`config.mk`:
```
export PLATFORM = sky130hd
export DESIGN_NAME = sram_like_arbiter
export DESIGN_NICKNAME = d
export VERILOG_FILES = /design/src/rtl/sram_like_arbiter.sv
export SDC_FILE = /design/constraint.sdc
export NUM_CORES = 1
export LEC_CHECK = 0
export ABC_CLOCK_PERIOD_IN_PS = 3150
export BUFFER_PORTS_ARGS = -buffer_cell sky130_fd_sc_hd__buf_2
export CAP_MARGIN = 20
export CELL_PAD_IN_SITES_DETAIL_PLACEMENT = 0
export CELL_PAD_IN_SITES_GLOBAL_PLACEMENT = 1
export CORE_MARGIN = 5
export CORE_UTILIZATION = 31
export CTS_CLUSTER_DIAMETER = 80
export CTS_CLUSTER_SIZE = 25
export DETAILED_ROUTE_END_ITERATION = 12
export PLACE_DENSITY = 0.84
export SLEW_MARGIN = 20
export SYNTH_ARGS = -nofsm -noshare
export SYNTH_HDL_FRONTEND = slang
export SYNTH_SLANG_ARGS = --single-unit
export TNS_END_PERCENT = 100
```
`constraint.sdc`:
```
create_clock -name clk -period 3.15 [get_ports clk]
set_clock_uncertainty 0.1 [all_clocks]
set_input_delay 0.4725 -clock clk [delete_from_list [all_inputs] [get_ports clk]]
set_output_delay 0.4725 -clock clk [all_outputs]
set_load 0.01 [all_outputs]
```
`src/rtl/sram_like_arbiter.sv`:
```
// N-channel arbiter/bridge from CPU-side request ports onto one sram-like bus.
// One outstanding transaction; optional fixed kseg0/kseg1 address translation.
module sram_like_arbiter #(
  parameter int unsigned N_CH      = 2,
  parameter int unsigned AW        = 32,
  parameter int unsigned DW        = 32,
  parameter int unsigned PRIO_MODE = 0,
  parameter int unsigned MAP_EN    = 1
) (
  input  logic                   clk,
  input  logic                   resetn,
  input  logic [N_CH-1:0]        ch_req,
  input  logic [N_CH-1:0]        ch_wr,
  input  logic [DW/8*N_CH-1:0]   ch_wstrb,
  input  logic [AW*N_CH-1:0]     ch_addr,
  input  logic [DW*N_CH-1:0]     ch_wdata,
  output logic [N_CH-1:0]        ch_addr_ok,
  output logic [N_CH-1:0]        ch_data_ok,
  output logic [DW-1:0]          ch_rdata,
  output logic                   mem_req,
  output logic                   mem_wr,
  output logic [DW/8-1:0]        mem_wstrb,
  output logic [AW-1:0]          mem_addr,
  output logic [DW-1:0]          mem_wdata,
  input  logic                   mem_addr_ok,
  input  logic                   mem_data_ok,
  input  logic [DW-1:0]          mem_rdata,
  output logic                   busy
);
  localparam int unsigned SW = DW / 8;
  localparam int unsigned GW = (N_CH > 1) ? $clog2(N_CH) : 1;

  typedef enum logic [1:0] {IDLE, REQ, WAIT} state_t;

  state_t          state, state_n;
  logic [GW-1:0]   grant, rr_ptr, winner, rr_next;
  logic            win_valid;
  logic [N_CH-1:0] grant_oh;

  // kseg0/kseg1 (top three bits 100/101) map onto physical address 0.
  function automatic logic [AW-1:0] xlate(input logic [AW-1:0] a);
    logic [AW-1:0] r;
    r = a;
    if (MAP_EN != 0 && (a[AW-1 -: 3] == 3'b100 || a[AW-1 -: 3] == 3'b101))
      r[AW-1 -: 3] = 3'b000;
    return r;
  endfunction

  // Round-robin scans N_CH candidates starting at rr_ptr; fixed mode starts at 0.
  always_comb begin
    int unsigned   idx;
    logic [GW-1:0] cand;
    winner    = '0;
    win_valid = 1'b0;
    idx       = 0;
    cand      = '0;
    for (int unsigned k = 0; k < N_CH; k++) begin
      idx = (PRIO_MODE != 0) ? 32'(rr_ptr) + k : k;
      if (idx >= N_CH) idx = idx - N_CH;
      cand = GW'(idx);
      if (!win_valid && ch_req[cand]) begin
        win_valid = 1'b1;
        winner    = cand;
      end
    end
    rr_next = (winner == GW'(N_CH - 1)) ? '0 : winner + 1'b1;
  end

  always_comb begin
    state_n = state;
    case (state)
      IDLE:    if (win_valid) state_n = REQ;
      REQ:     if (mem_addr_ok) state_n = mem_data_ok ? IDLE : WAIT;
      WAIT:    if (mem_data_ok) state_n = IDLE;
      default: state_n = IDLE;
    endcase
  end

  always_comb begin
    grant_oh        = '0;
    grant_oh[grant] = 1'b1;
    ch_addr_ok      = (state == REQ && mem_addr_ok) ? grant_oh : '0;
    ch_data_ok      = ((state == REQ && mem_addr_ok && mem_data_ok) ||
                       (state == WAIT && mem_data_ok)) ? grant_oh : '0;
  end

  assign ch_rdata = mem_rdata;
  assign busy     = (state != IDLE);

  always_ff @(posedge clk or negedge resetn) begin
    if (!resetn) state <= IDLE;
    else         state <= state_n;
  end

  always_ff @(posedge clk or negedge resetn) begin
    if (!resetn) begin
      grant     <= '0;
      rr_ptr    <= '0;
      mem_req   <= 1'b0;
      mem_wr    <= 1'b0;
      mem_wstrb <= '0;
      mem_addr  <= '0;
      mem_wdata <= '0;
    end else if (state == IDLE && win_valid) begin
      grant     <= winner;
      rr_ptr    <= rr_next;
      mem_req   <= 1'b1;
      mem_wr    <= ch_wr[winner];
      mem_wstrb <= ch_wstrb[SW*winner +: SW];
      mem_addr  <= xlate(ch_addr[AW*winner +: AW]);
      mem_wdata <= ch_wdata[DW*winner +: DW];
    end else if (state == REQ && mem_addr_ok) begin
      mem_req   <= 1'b0;
    end
  end
endmodule

```
; ---- After elaboration in Yosys (flattened, before gate mapping)
; Cells that the tools add are included.
[totals]
ff_bits = 73
in_bits = 176
[op_classes]
magnitude_cmp = 3
n_eq_ne = 7
n_shift = 3
n_mux = 17
n_reduce_logical = 13
[op_table]
columns = operator, n
row1 = 64-bit by 7-bit indexed part select with 32-bit output, 2
row2 = 2-bit 2-to-1 mux, 6
row3 = 1-bit 2-to-1 mux, 8
row4 = 8-bit by 4-bit indexed part select with 4-bit output, 1
row5 = "3-bit == test, second input constant", 2
row6 = 1-bit logical AND, 6
row7 = "2-bit != test, second input constant", 3
row8 = 2-bit one-hot mux with 3 select lines, 1
row9 = "1-bit by 2-bit < comparator with 1-bit output, second input constant", 2
row10 = 2-bit nonzero test, 2
row11 = 3-bit 2-to-1 mux, 1
row12 = 3-bit AND reduction, 1
row13 = "2-bit by 1-bit == test with 1-bit output, second input constant", 1
row14 = "2-bit == test, second input constant", 1
row15 = 2-bit zero test, 1
row16 = 1-bit logical OR, 2
row17 = 1-bit demux with 1-bit select, 1
row18 = "1-bit >= comparator, second input constant", 1
row19 = 1-bit zero test, 1

; ---- Depth between registers and ports, before layout
[logic_depth]
ltp_word = 8
depth_mapped = 7

; ---- Worst setup path after synthesis
; OpenSTA, ideal clock, no wires.
[synth_path]
kind = input-to-reg
start = input ch_req[0]
end = register mem_wdata[10]
arrival_ns = 1.442
required_ns = 2.922
path_slack_ns = 1.480
cell_stages = 6
path_buffers = 3
cell_sequence = or2_1 -> buf_2 -> buf_2 -> clkbuf_1 -> a21oi_1 -> a21oi_4
[synth_via]
elab_chain_cells = 5
elab_cells_between_ends = 7
cone_classes = shift (1) / mux (3) / reduce/logical (3)
[synth_rtl]
columns = item, line_no
row1 = "start, declared", 12  ; input logic [N_CH-1:0] ch_req,
row2 = 1-bit 2-to-1 mux *, 61  ; if (!win_valid && ch_req[cand]) begin
row3 = 1-bit zero test, 61
row4 = 1-bit logical AND, 61
row5 = 1-bit 2-to-1 mux, 61
row6 = 64-bit by 7-bit indexed part select with 32-bit output or 1-bit logical AND (tied branches), "111, 104"
row7 = "end signal, assigned", 111  ; mem_wdata <= ch_wdata[DW*winner +: DW];
row8 = "end, declared", 24  ; output logic [DW-1:0] mem_wdata,
; Mark *: on every way between the ends. The rest lies on a longest branch, timed or not.
; A chain may end at the register's enable or synchronous reset.

; ---- Worst setup path after layout
[layout_path]
start = register state[1]
end = output busy
[layout_via]
elab_chain_cells = 1
[layout_rtl]
columns = item, line_no
row1 = "start, declared", 35  ; state_t state, state_n;
row2 = "start signal, assigned", 92  ; else state <= state_n;
row3 = 2-bit nonzero test, 88  ; assign busy = (state != IDLE);
row4 = "end, declared", 28  ; output logic busy
; Every way passes these cells.

==> impl_metrics.yaml <==
sta:
  layout_min_cycle_time_ns: 2.294
  final_hold_viol_count: 0
  drv_slew: 0
  rsz0062_at_grt: "false"
  worstMarginPinSlew_ns: 0.9478
  whs_ns: 0.1877
  max_clock_freq_mhz: 435.8
  finalCritPeriodShare_pct: 72.84
  setup_tns_ns: 0
  setup_violations: 0
  setup_slack_ns: 0.8555
  relSlewSlack_pct: 36.81
clocking:
  post_cts_buffers: 0
  clk_latency_ns: 0.32
  cts_repair_resize_count: 0
  cts_tree: "yes"
  numClockSinks: 73
  htree_levels: 3
  numCtsBuffers: 9
  cts.clk_slew.worst_paths_ns: 0.06
  clock-root-buffer: "clkbuf_16"
  clockBufferDepth: 2
  holdBufCountCts: 0
routing:
  wl_per_cell_um: 15.77
  viasPerCell: 4.765
  drt-total-wl_um: 11290
  postRouteAntennaNets: 0
  drcViolationCount: 0
  drtIter0Drc: 228
  met3_length_um: 861
  drt_first_pass_iters: 4
  wl_met2_um: 5982
  highest_layer: "met4"
  wl_met1_um: 4317
  dr_total_vias: 3412
setup_path:
  reg2reg_to: "mem_wdata[21]$_DFFE_PN0P_"
  cp.required_ns: 2.58
  path_class: "register to output pin"
  timing.rr.start: "state[1]$_DFFE_PN0P_"
  critPathTopFamily: "buffers and inverters"
  critPathCapture: "busy"
  r2r_setup_slack_ns: 1.33
  crit_fanout: 72
  ff2ff_path_depth: 4
  critPathMaxStageDelay_ns: 0.60
  crit_path_top_delay_cell: "buf_4"
  worst_setup_path_end_kind: "output pin"
  arrival_ns: 1.72
  crit_start: "state[1]$_DFFE_PN0P_"
  crit_buf_inv: 3
  crit_cells: 4
  worstPathCellList: "nor2_4 > buf_4 > inv_1 > buf_2"
  cp-start-kind: "register"
placement:
  numPortBuffers: 218
  placed_cell_area_sq_mm: 0.004867
  dp.cells: 700
  gp_congestion: 0.7806
  dp_hpwl_um: 8114
  post-place-ws_ns: 1.071
layout:
  drive_gt1_share_pct: 48.35
  antenna_cells: 0
  stdcell_count: 716
  fin_area_sq_mm: 0.005157
  layout.nets: 715
  fin_util_pct: 41.37
  area_growth_syn_to_layout_pct: 32.03
  fillers: 1230
power:
  p_leak_nw: 2.675
  p_per_area_mw_per_mm2: 893.8
  total_power_mw: 4.610
  vdd_ir_drop_max_mv: 0.4347
yosys:
  syn_inst: 368
  ys_top_cells_by_area: "dfrtp_1 (47%), mux2i_1 (17%), a21oi_1 (15%), buf_4 (6.5%), a21oi_4 (4.2%)"
  synth_top_area_share_pct: 46.76
  muxShareOfSynthArea_pct: 17.71
  ys_ff_latch: 73
  synth_cell_types: 25
  synth.cell_area_sq_mm: 0.003906
  yosys.area_share.simple_pct: 2.691
  synth_area_per_cell_sq_um: 10.61
  synth_nets: 544
  synth_fa_ha_area_share_pct: 0
  synth_compound_area_share_pct: 22.07
  synth-xor-area-share_pct: 0
  ys_seq_area_share_pct: 46.76
  synth_warnings: 0
  synth_top_family_by_area: "compound AO/OA/AOI/OAI gates"
  synth_top_area_cell: "dfrtp_1"
floorplan:
  fp.dieW_um: 122.3
  initial_utilization_pct: 31.34
  boundaryPins: 283
  die_h_um: 122.3
  die_area_sq_mm: 0.01495
  rows: 41
  coreArea_sq_mm: 0.01247
flow_run:
  drv_cap: 0
grt:
  first_global_vias: 3591
  grt-ovfl-total: 0
  antenna_found_initial: 0
  grtUsageTotal_pct: 14.55
  grt_max_degree: 74
  grt_first_pass_wirelength_um: 17390
run_status:
  status: "complete, no violations"
hold_path:
  hold_class: "primary input to async pin"
per-layer routing:
metal | global-route usage, % | vias up
met5 | 0 | -
met4 | 4.479 | 0
met3 | 4.147 | 13
met2 | 25.73 | 146
met1 | 17.05 | 1640
li1 | - | 1613
Yosys cell counts (all sizes together):
cell type,instances
or2,1
nand2b,4
nor2b,1
inv,2
nor2,5
a31oi,1
a21bo,1
dfrtp,73
or3b,1
clkbuf,13
and2,1
buf,50
nand3,1
a21oi,138
o21ai,1
mux2i,68
nand2,5
mux2,1
nand3b,1
worst min path at each step:
stage	from	to	slack, ns	cells after the start
after floorplan	resetn	grant$_DFFE_PN0P_	0.08	0
after global placement	mem_req$_DFFE_PN0P_	mem_req$_DFFE_PN0P_	0.37	2
after detailed placement	mem_req$_DFFE_PN0P_	mem_req$_DFFE_PN0P_	0.38	2
after CTS	mem_data_ok	state[1]$_DFFE_PN0P_	0.20	2
after global routing	mem_data_ok	state[1]$_DFFE_PN0P_	0.21	2
final	resetn	mem_addr[20]$_DFFE_PN0P_	0.19	1
report_power, final:
group	internal, mW	switching (mW)
Combinational	0.786	1.16
Clock	0.633	0.375
Sequential	1.40	0.255
registers in the layout (all words and copies together) (netlist names):
register	cells
mem_wstrb	4
mem_req	1
grant	1
mem_wr	1
mem_wdata	32
mem_addr	32
state	2
cell families (layout without fill, tap and decap cells):
group / after synthesis / count (layout)
compound gates: 141 / 141
simple gates: 20 / 20
flops: 73 / 73
mux: 69 / 69
buf+inv: 65 / 241
layout make-up:
cell class / count / area [sq um] / area share, %
clock buffers: 13 / 250.2 / 4.852
clock inverters: 3 / 40.04 / 0.7763
inverters: 2 / 7.507 / 0.1456
multi-input cells: 230 / 1674 / 32.46
flip-flops and latches: 73 / 1827 / 35.42
well taps: 172 / 215.2 / 4.173
repair buffers: 223 / 1144 / 22.17
layout by cell type (no fill, tap or decap), types with 2 or more instances in the layout:
| cell type | instances |
|---|---|
| nand2b_1 | 3 |
| dfrtp_1 | 73 |
| nand2_1 | 5 |
| clkinv_2 | 2 |
| clkbuf_1 | 3 |
| nor2_1 | 4 |
| buf_2 | 217 |
| buf_4 | 5 |
| inv_1 | 2 |
| a21oi_2 | 10 |
| clkbuf_16 | 9 |
| a21oi_1 | 118 |
| a21oi_4 | 10 |
| mux2i_1 | 68 |
Note: power is estimated with default switching activity, not from simulation.
